==> src/rtl/td4_prog_mem.sv <==
// 16x8 loadable program memory for the TD4 core, written nibble-wise over a valid/ready port.
// Optional TD4_PMEM_CHECKSUM_EN adds a cksum port (mod-256 sum of words written since load_start).
module td4_prog_mem #(
  parameter int AW = 4,
  parameter int DW = 8
) (
  input  logic          clk,
  input  logic          rst,
  input  logic          load_start,
  input  logic          run_req,
  input  logic          ld_valid,
  input  logic [3:0]    ld_nibble,
  output logic          ld_ready,
  input  logic [AW-1:0] cpu_addr,
  output logic [DW-1:0] cpu_data,
  output logic          cpu_run,
  output logic          load_done,
`ifdef TD4_PMEM_CHECKSUM_EN
  output logic [7:0]    cksum,
`endif
  output logic [AW-1:0] wptr
);

  localparam int DEPTH = 2**AW;

  typedef enum logic [1:0] {IDLE, LOAD_HI, LOAD_LO, RUN} state_t;

  state_t        state;
  logic [3:0]    hold;
  logic [DW-1:0] mem [DEPTH];

  assign cpu_data = mem[cpu_addr];

  // Control pulses take priority over nibble accepts; load_start beats run_req.
  always_ff @(posedge clk) begin
    if (rst) begin
      state     <= IDLE;
      wptr      <= '0;
      hold      <= '0;
      ld_ready  <= 1'b0;
      cpu_run   <= 1'b0;
      load_done <= 1'b0;
`ifdef TD4_PMEM_CHECKSUM_EN
      cksum     <= '0;
`endif
      for (int i = 0; i < DEPTH; i++) mem[i] <= '0;
    end else begin
      load_done <= 1'b0;
      if (load_start) begin
        state    <= LOAD_HI;
        wptr     <= '0;
        ld_ready <= 1'b1;
        cpu_run  <= 1'b0;
`ifdef TD4_PMEM_CHECKSUM_EN
        cksum    <= '0;
`endif
      end else if (run_req && state != RUN) begin
        state    <= RUN;
        ld_ready <= 1'b0;
        cpu_run  <= 1'b1;
      end else begin
        case (state)
          LOAD_HI: begin
            if (ld_valid) begin
              hold  <= ld_nibble;
              state <= LOAD_LO;
            end
          end
          LOAD_LO: begin
            if (ld_valid) begin
              mem[wptr] <= {hold, ld_nibble};
`ifdef TD4_PMEM_CHECKSUM_EN
              cksum     <= cksum + {hold, ld_nibble};
`endif
              if (wptr == AW'(DEPTH - 1)) begin
                wptr      <= '0;
                state     <= RUN;
                ld_ready  <= 1'b0;
                cpu_run   <= 1'b1;
                load_done <= 1'b1;
              end else begin
                wptr  <= wptr + 1'b1;
                state <= LOAD_HI;
              end
            end
          end
          default: ;
        endcase
      end
    end
  end

endmodule

==> config.mk <==
export PLATFORM = sky130hd
export DESIGN_NAME = td4_prog_mem
export DESIGN_NICKNAME = d
export VERILOG_FILES = /design/src/rtl/td4_prog_mem.sv
export SDC_FILE = /design/constraint.sdc
export NUM_CORES = 1
export LEC_CHECK = 0
export CAP_MARGIN = 20
export CORE_ASPECT_RATIO = 0.5
export CORE_MARGIN = 2
export CORE_UTILIZATION = 40
export CTS_CLUSTER_DIAMETER = 200
export DETAILED_ROUTE_END_ITERATION = 8
export SETUP_SLACK_MARGIN = 0.02
export SYNTH_ARGS = -nofsm -noshare
export SYNTH_HDL_FRONTEND = slang
export SYNTH_SLANG_ARGS = --single-unit
==> constraint.sdc <==
create_clock -name clk -period 2 [get_ports clk]
set_clock_uncertainty 0.1 [all_clocks]
set_input_delay 0.2 -clock clk [delete_from_list [all_inputs] [get_ports clk]]
set_output_delay 0.2 -clock clk [all_outputs]
set_load 0.05 [all_outputs]
Yosys cells after proc, flatten, opt, wreduce, memory -nomap -nowiden
Memories as Yosys holds them, arrays and structs flattened.
Index checks and enable logic that the tools add are counted.
W data, S select, Z words.
{"block": "classes", "add_sub_neg": 1, "eq_ne": 8, "mux": 28, "bitwise": 4, "n_reduce_logical": 18}
{"cell": "$mux W1", "count": 20}
{"cell": "$reduce_and A3 Y1", "count": 5}
{"cell": "$reduce_bool A3 Y1", "count": 4}
{"cell": "$mux W2", "count": 4}
{"cell": "$mux W4", "count": 2}
{"cell": "$mux W8", "count": 1}
{"cell": "$ne A4 B4 Y1 const B", "count": 2}
{"cell": "$reduce_or A8 Y1", "count": 1}
{"cell": "$ne A3 B3 Y1 const B", "count": 2}
{"cell": "$reduce_bool A2 Y1", "count": 3}
{"cell": "$reduce_or A5 Y1", "count": 1}
{"cell": "$add A4 B1 Y4 const B", "count": 1}
{"cell": "$eq A4 B4 Y1 const B", "count": 1}
{"cell": "$not A1 Y1", "count": 4}
{"cell": "$pmux W2 S2", "count": 1}
{"cell": "$reduce_and A4 Y1", "count": 1}
{"cell": "$reduce_bool A4 Y1", "count": 1}
{"cell": "$eq A2 B1 Y1 const B", "count": 1}
{"cell": "$eq A2 B2 Y1 const B", "count": 1}
{"cell": "$ne A2 B2 Y1 const B", "count": 1}
{"cell": "$reduce_or A2 Y1", "count": 1}
{"cell": "$logic_and A1 B1 Y1", "count": 1}
{"block": "totals", "register_bits": 13, "ramBits": 128, "input_bits": 13, "out_inout_bits": 15, "wordCells": 67, "n_memories": 1}
{"memory": "mem", "words": 16, "width": 8, "rd": 1, "rd_clocked_by_memory_dff": 0, "wr": 16, "line_no": "30", "rtl": "logic [DW-1:0] mem [DEPTH];"}

Logic depth before layout (Yosys ltp)
Gate-level depths: netlist of the first run.
{"block": "logic_depth", "ltp_word": 8, "ltp_mapped": 7, "ltp_nobuf": 4}

Worst setup path after synthesis of the first run
Ideal clock, no wire load.
{"block": "synth_timing", "path_kind": "register to register", "startpoint": "reg wptr[0]", "endpoint": "mem mem[15][0], enable pin", "setup_time_ps": 375, "t_arrival_ps": 2020, "t_required_ps": 1525, "slack_ps": -495, "path_stages_with_launch": 5, "path_buffers": 1, "period_less_slack_ps": 2495, "path_cell_list": "dfxtp_1 ha_1 clkbuf_1 nand4_1 o21bai_1"}
{"element": "start: declaration", "line_no": "21", "rtl": "output logic [AW-1:0] wptr"}
{"element": "start signal: assignment", "line_no": "82", "rtl": "wptr <= wptr + 1'b1;"}
{"element": "end: declaration", "line_no": "30"}

Final worst setup path of the first run
{"block": "layout_timing", "startpoint": "mem mem[11][6]", "endpoint": "out cpu_data[6]"}
{"block": "layout_via", "elab_chain_len": 1}
{"element": "$mem_v2 Z16 W8"}
{"element": "end: declaration", "line_no": "15", "rtl": "output logic [DW-1:0] cpu_data,"}
Every way passes these cells.

==> out/qor.csv, run 1 <==
metric,value,unit
"Seq/Total Area, Yosys",65.03,%
post-synthesis xor/xnor area fraction,0,%
multiplexer area fraction after synthesis,11.58,%
post-synthesis adder-cell area fraction,0.7930,%
first-pass GRT wire length,25.96,mm
clock latency on the worst-skew pair,0.42,ns
core footprint,0.01541,mm^2
Worst Max-Slew Pin Slew,0.6020,ns
cell count after synthesis,482,
WL per Instance,22.41,um
pwr/cell area,863.3,mW/mm^2
post-layout min period,2.111,ns
post-synthesis register bit count,141,
achievable frequency,0.4736,GHz
post-layout util,52.58,%
DRC,0,
largest net degree at the start of global routing,25,
fin cells,767,
required time of the worst setup path,1.70,ns
Mapped Area,0.006311,mm^2
Die Height,92.82,um
P_leak,2.845,nW
Detail Route Antenna Nets,0,
clock share of power,42.5,%
Worst Setup SP,mem[11][6],
R2R Setup Slk,0.19,ns
"EDFF count, synth",128,
Area growth syn-to-layout,28.43,%
total negative setup slack,-0.3688,ns
CTS sink count,141,
distinct cell type count after synthesis,35,
Worst Hold Path EP,ld_ready,
Yosys warning total,0,
via count,4255,
row count,32,
Placed Cells,736,
failing checks,negative setup slack,
Sw Share,23.87,%
initial antenna violation count,0,
status,"finished, violations left",
total CTS buffers,17,
initial core utilization,40.94,%
"Slew Viols, Final",0,
GPL Wtd Cong,0.8417,
CP Capture Type,output port,
Mapped Avg Cell Area,13.09,um^2
hold depth,2,
post-route cell area,0.008105,mm^2
Port Buffer Count,27,
worst setup margin,-0.1114,ns
"Hold Vio Cnt, Final",0,
layout cells sized above 1,27.53,%
CTS Buffer Depth,2,
First DRT Iteration DRCs,488,
combinational fraction of design power,9.8,%
Die X,181.6,um
DP Area,0.007421,mm^2
final net count,567,
n_diodes,0,
"Reg clk slew, reported paths",0.06,ns
CP Launch Type,register,
Simple-Gate Fraction of Synth Area,14.00,%
die area,0.01686,mm^2
worst hold slack,0.3781,ns
predominant post-synthesis flop cell,edfxtp_1,
worst reg2reg startpoint,state[1],
Compound-Gate Fraction of Synth Area,5.829,%
Tcrit/Tclk final,105.6,%
Finish-stage setup viols,8,
clk root buf,clkbuf_16,
IO Pins,28,
First-pass DRT Iterations,5,
detailed placement HPWL,12.12,mm
final wirelength,17.19,mm
vias per cell,5.548,
DP Worst Slack,-0.2654,ns
Post-CTS Hold Fix Bufs,0,
Sw Pwr,1.670,mW
worst hold path class,reg -> reg,
GRT Util Overall,21.92,%
Peak VDD IR,0.0006778,V
sequential power share,47.7,%
Syn Nets,499,
CP max FO,1,
r2r worst-path depth,4,
worst slew margin relative to its limit,59.86,%
clock tree from TritonCTS,yes,
Power Total,6.997,mW
"Data arrival, critical path",1.81,ns
Setup CP Type,reg -> out,
largest family of logic cells by synthesized area,simple AND/OR/NAND/NOR gates,
Synth async-reset ratio,0,%
maximum capacitance violations,0,
min-delay src,ld_ready,
worst r2r dst,mem[6][7],
internal power,5.327,mW
H-tree levels,4,
RSZ-0062 raised after global routing,true,
vias in the first global route,4231,
gr ovfl total,0,
[cell type report]
type                       instances  area [um^2]
fill                            1273         7310
clock buffer                      18        429.2
timing repair buffer              82         1028
sequential                       141         4114
multi-input combinational        303         2140
inverter                           5        18.77
clock inverter                    14        120.1
tap                              204        255.2
[worst max path at each step]
stage / endpoint / slack (ns) / cells past startpoint
2_1_floorplan: mem[11][0] / 0.04 / 4
3_3_place_gp: cpu_data[0] / -0.27 / 7
3_5_place_dp: cpu_data[0] / -0.27 / 7
4_1_cts: cpu_data[6] / -0.14 / 4
5_1_grt: cpu_data[6] / -0.16 / 4
6_report: cpu_data[6] / -0.11 / 4
[flip-flops by register name (all words and copies together), names as in the netlist]
register and flops:
mem 128, hold 4, wptr 4, state 2, cpu_run 1, ld_ready 1
load_done 1
[worst max-delay path, stage by stage, from the launching register on]
cell and delay [ns]:
edfxtp_1 0.37, mux4_2 0.48, a22oi_2 0.27, nand2_2 0.11, buf_6 0.16
[routing by layer]
metal  wire length [um]  global-route usage, %
met1               7091                  30.40
met2               7967                  33.84
met3               1861                  5.820
met4                271                  7.046
met5                  0                      0
[synth_stat cells, drive strengths merged (2+ instances only)]
cell / count / area [um^2]
nor2: 133 / 501.7
a21oi: 13 / 65.06
or3: 2 / 12.51
and3: 4 / 25.02
ha: 4 / 50.05
o21bai: 4 / 30.03
nor2b: 4 / 25.02
clkbuf: 20 / 75.07
inv: 5 / 18.77
o21ai: 5 / 25.02
dfxtp: 13 / 260.3
buf: 13 / 81.33
edfxtp: 128 / 3844
a21o: 13 / 97.59
mux4: 32 / 720.7
a22oi: 16 / 120.1
nand2b: 3 / 18.77
nand2: 45 / 168.9
nand3: 11 / 55.05
nand4bb: 2 / 22.52
[power groups by stage]
| stage | combinational [mW] | sequential, mW | clock, mW |
|---|---|---|---|
| final | 0.688 | 3.34 | 2.97 |
| after global routing | 0.719 | 3.35 | 3.12 |
| after CTS | 0.674 | 3.34 | 2.99 |
| after detailed placement | 0.643 | 3.40 | 0 |
| after global placement | 0.643 | 3.39 | 0 |
| after floorplan | 0.325 | 3.39 | 0 |
[cell usage in the layout, fill, tap and decap left out, types with 5 or more instances in the layout]
| cell type | Yosys | layout |
|---|---|---|
| dfxtp_1 | 13 | 9 |
| inv_1 | 5 | 5 |
| edfxtp_1 | 128 | 128 |
| nand3_1 | 11 | 11 |
| nor2_1 | 132 | 131 |
| clkdlybuf4s50_1 | 0 | 14 |
| nand2_1 | 45 | 43 |
| buf_4 | 0 | 29 |
| mux4_2 | 32 | 32 |
| a21o_1 | 13 | 13 |
| buf_12 | 0 | 25 |
| a21oi_1 | 13 | 13 |
| clkbuf_16 | 0 | 17 |
| buf_6 | 3 | 8 |
| a22oi_2 | 0 | 15 |
| o21ai_0 | 5 | 5 |
[what timing repair did]
action / 4_1_cts / 5_1_grt
resized for setup: 17 / 14
cloned: 1 / 0
endpoints found under the setup margin: 9 / 9
pin swaps: 6 / 13
buffers inserted: 0 / 0
[logic make-up after synthesis]
logic type	Yosys count
adders and majority gates	4
DFF	141
and+or+nand+nor	211
AOI/OAI and AO/OA	55
muxes	33
buffers and inverters	38
Power figures use the tool's default switching activity.
==> run 2: changes to the inputs <==
Clock period 2 ns to 1.85 ns, I/O delays scaled along.
==> out/qor.csv, run 2 (synthesis gave the netlist of run 1 again) <==
metric,value,unit,change
status,"finished, violations left",,
failing checks,negative setup slack,,
gr ovfl total,0,,unchanged
Port Buffer Count,27,,unchanged
"Reg clk slew, reported paths",0.06,ns,about the same
P_leak,2.847,nW,about the same
clock latency on the worst-skew pair,0.42,ns,about the same
Worst Setup SP,mem[10][2],,
CP Launch Type,register,,
initial antenna violation count,0,,unchanged
final wirelength,17.55,mm,+2.1%
most frequent cells in the layout,"nor2_1 (131), edfxtp_1 (128), nand2_1 (37)",,
Tcrit/Tclk final,110.3,%,
Peak VDD IR,0.0006041,V,-11%
H-tree levels,4,,unchanged
clock tree from TritonCTS,yes,,
CP Capture Type,output port,,
WL per Instance,22.99,um,+2.6%
max FFs per register,128,,unchanged
core footprint,0.01541,mm^2,unchanged
First-pass DRT Iterations,5,,unchanged
Power Total,7.840,mW,+12%
Area growth syn-to-layout,29.54,%,
vias in the first global route,4234,,+0.071%
Worst Hold Path EP,cpu_run,,
GRT Util Overall,22.50,%,+0.58 points
"commonest non-fill, non-tap cell in the layout",nor2_1,,
total CTS buffers,17,,unchanged
initial core utilization,40.94,%,unchanged
Biggest register,mem,,
via count,4210,,-1.1%
R2R Setup Slk,0.10,ns,-0.09 ns
First DRT Iteration DRCs,399,,-18%
CP max FO,1,,unchanged
vias per cell,5.518,,-0.54%
"Hold Vio Cnt, Final",0,,unchanged
largest registers,"mem: 128 flops, hold: 4 flops, wptr: 4 flops",,
GPL Wtd Cong,0.8324,,-1.1%
pwr/cell area,959.0,mW/mm^2,+11%
post-layout min period,2.040,ns,
die area,0.01686,mm^2,unchanged
IO Pins,28,,unchanged
buffer count from post-CTS setup fixing,0,,unchanged
maximum capacitance violations,0,,unchanged
worst setup margin,-0.1898,ns,-0.07832 ns
total negative setup slack,-1.218,ns,-0.8488 ns
Setup CP Type,reg -> out,,
largest net degree at the start of global routing,25,,unchanged
final net count,563,,-0.71%
worst reg2reg startpoint,state[0],,
n_diodes,0,,unchanged
achievable frequency,0.4903,GHz,
layout cells sized above 1,30.41,%,+2.9 points
"Data arrival, critical path",1.75,ns,-0.06 ns
fill count,1256,,-1.3%
first-pass GRT wire length,26.49,mm,+2.0%
CTS Buffer Depth,2,,unchanged
Die X,181.6,um,unchanged
worst r2r dst,mem[1][6],,
DRC,0,,unchanged
row count,32,,unchanged
CTS sink count,141,,unchanged
Post-CTS Hold Fix Bufs,0,,unchanged
worst slew margin relative to its limit,66.64,%,+6.8 points
RSZ-0062 raised after global routing,true,,
required time of the worst setup path,1.56,ns,-0.14 ns
Detail Route Antenna Nets,0,,unchanged
Die Height,92.82,um,unchanged
hold depth,1,,-1
"Slew Viols, Final",0,,unchanged
clk root buf,clkbuf_16,,
Worst Max-Slew Pin Slew,0.4996,ns,-0.1024 ns
worst hold path class,reg -> reg,,
Finish-stage setup viols,8,,unchanged
r2r worst-path depth,4,,unchanged
detailed placement HPWL,11.64,mm,-4.0%
min-delay src,cpu_run,,
==> run 2: changes by cell type in the layout (fill, tap and decap cells not counted), sizes merged <==
cell and change:
clkbuf -1, dlygate4sd2 +1, dlymetal6s2s -1, clkdlybuf4s50 -4
bufinv +1, inv +4, clkinv -4
==> run 2: metrics by stage <==
step                      hold slack [ns]  area [um^2]  worst slack [ns]  instances  utilization (%)
after floorplan                    0.2327         6421         -0.007093        482                -
after global placement             0.3565         7401           -0.3043        730            48.01
after detailed placement           0.3608         7401           -0.3749        730            48.01
after CTS                          0.3651         8115           -0.2109        763            52.65
after global routing               0.3868         8175           -0.2493        763            53.04
final                              0.3710         8175           -0.1898        763            53.04
==> run 2: how the worst max path moves through the flow <==
stage,endpoint,slack (ns),cells past startpoint
after CTS,cpu_data[0],-0.21,4
final,cpu_data[2],-0.19,4
after global routing,cpu_data[0],-0.25,4
after detailed placement,cpu_data[2],-0.37,5
after global placement,cpu_data[2],-0.30,5
after floorplan,mem[15][0],-0.007,4
==> run 2: critical path, cell delays in order (launching register included) <==
cell      delay (ns)
edfxtp_1        0.39
mux4_2          0.51
a22oi_2         0.19
nand2_2         0.09
buf_6           0.16
==> run 2: repair_timing <==
item	in CTS	in global routing
endpoints found under the setup margin	10	75
pin swaps	6	6
gates resized for setup	22	14
cloned	1	0
hold endpoints to repair	0	0
==> run 2: layer usage <==
| layer | up-vias | global-route usage (%) | wire length (um) |
|---|---|---|---|
| met5 | - | 0 | 0 |
| met4 | 0 | 8.062 | 369 |
| met3 | 25 | 6.488 | 1722 |
| met2 | 193 | 32.22 | 7559 |
| met1 | 2101 | 32.64 | 7894 |
| li1 | 1891 | - | - |
==> run 2: layout make-up <==
class                   instances  area (um^2)  share of cell area [%]
well taps                     204        255.2                   3.122
inverters                       5        18.77                  0.2296
multi-input cells             303         2220                   27.15
clock inverters                15        180.2                   2.204
flip-flops and latches        141         4116                   50.35
repair buffers                 78        959.7                   11.74
clock buffers                  17        425.4                   5.204
==> run 2: power by group <==
part / leakage (nW) / switching (mW) / internal (mW)
Clock: 0.287 / 1.46 / 2.03
Sequential: 1.41 / 0.0363 / 3.57
Combinational: 1.15 / 0.411 / 0.332
==> run 3: changes to the inputs <==
Settings changed: CTS_CLUSTER_DIAMETER 200 to 120.
==> results of run 3 <==
No change in the layout: final DEF, timing and power equal those of run 2.
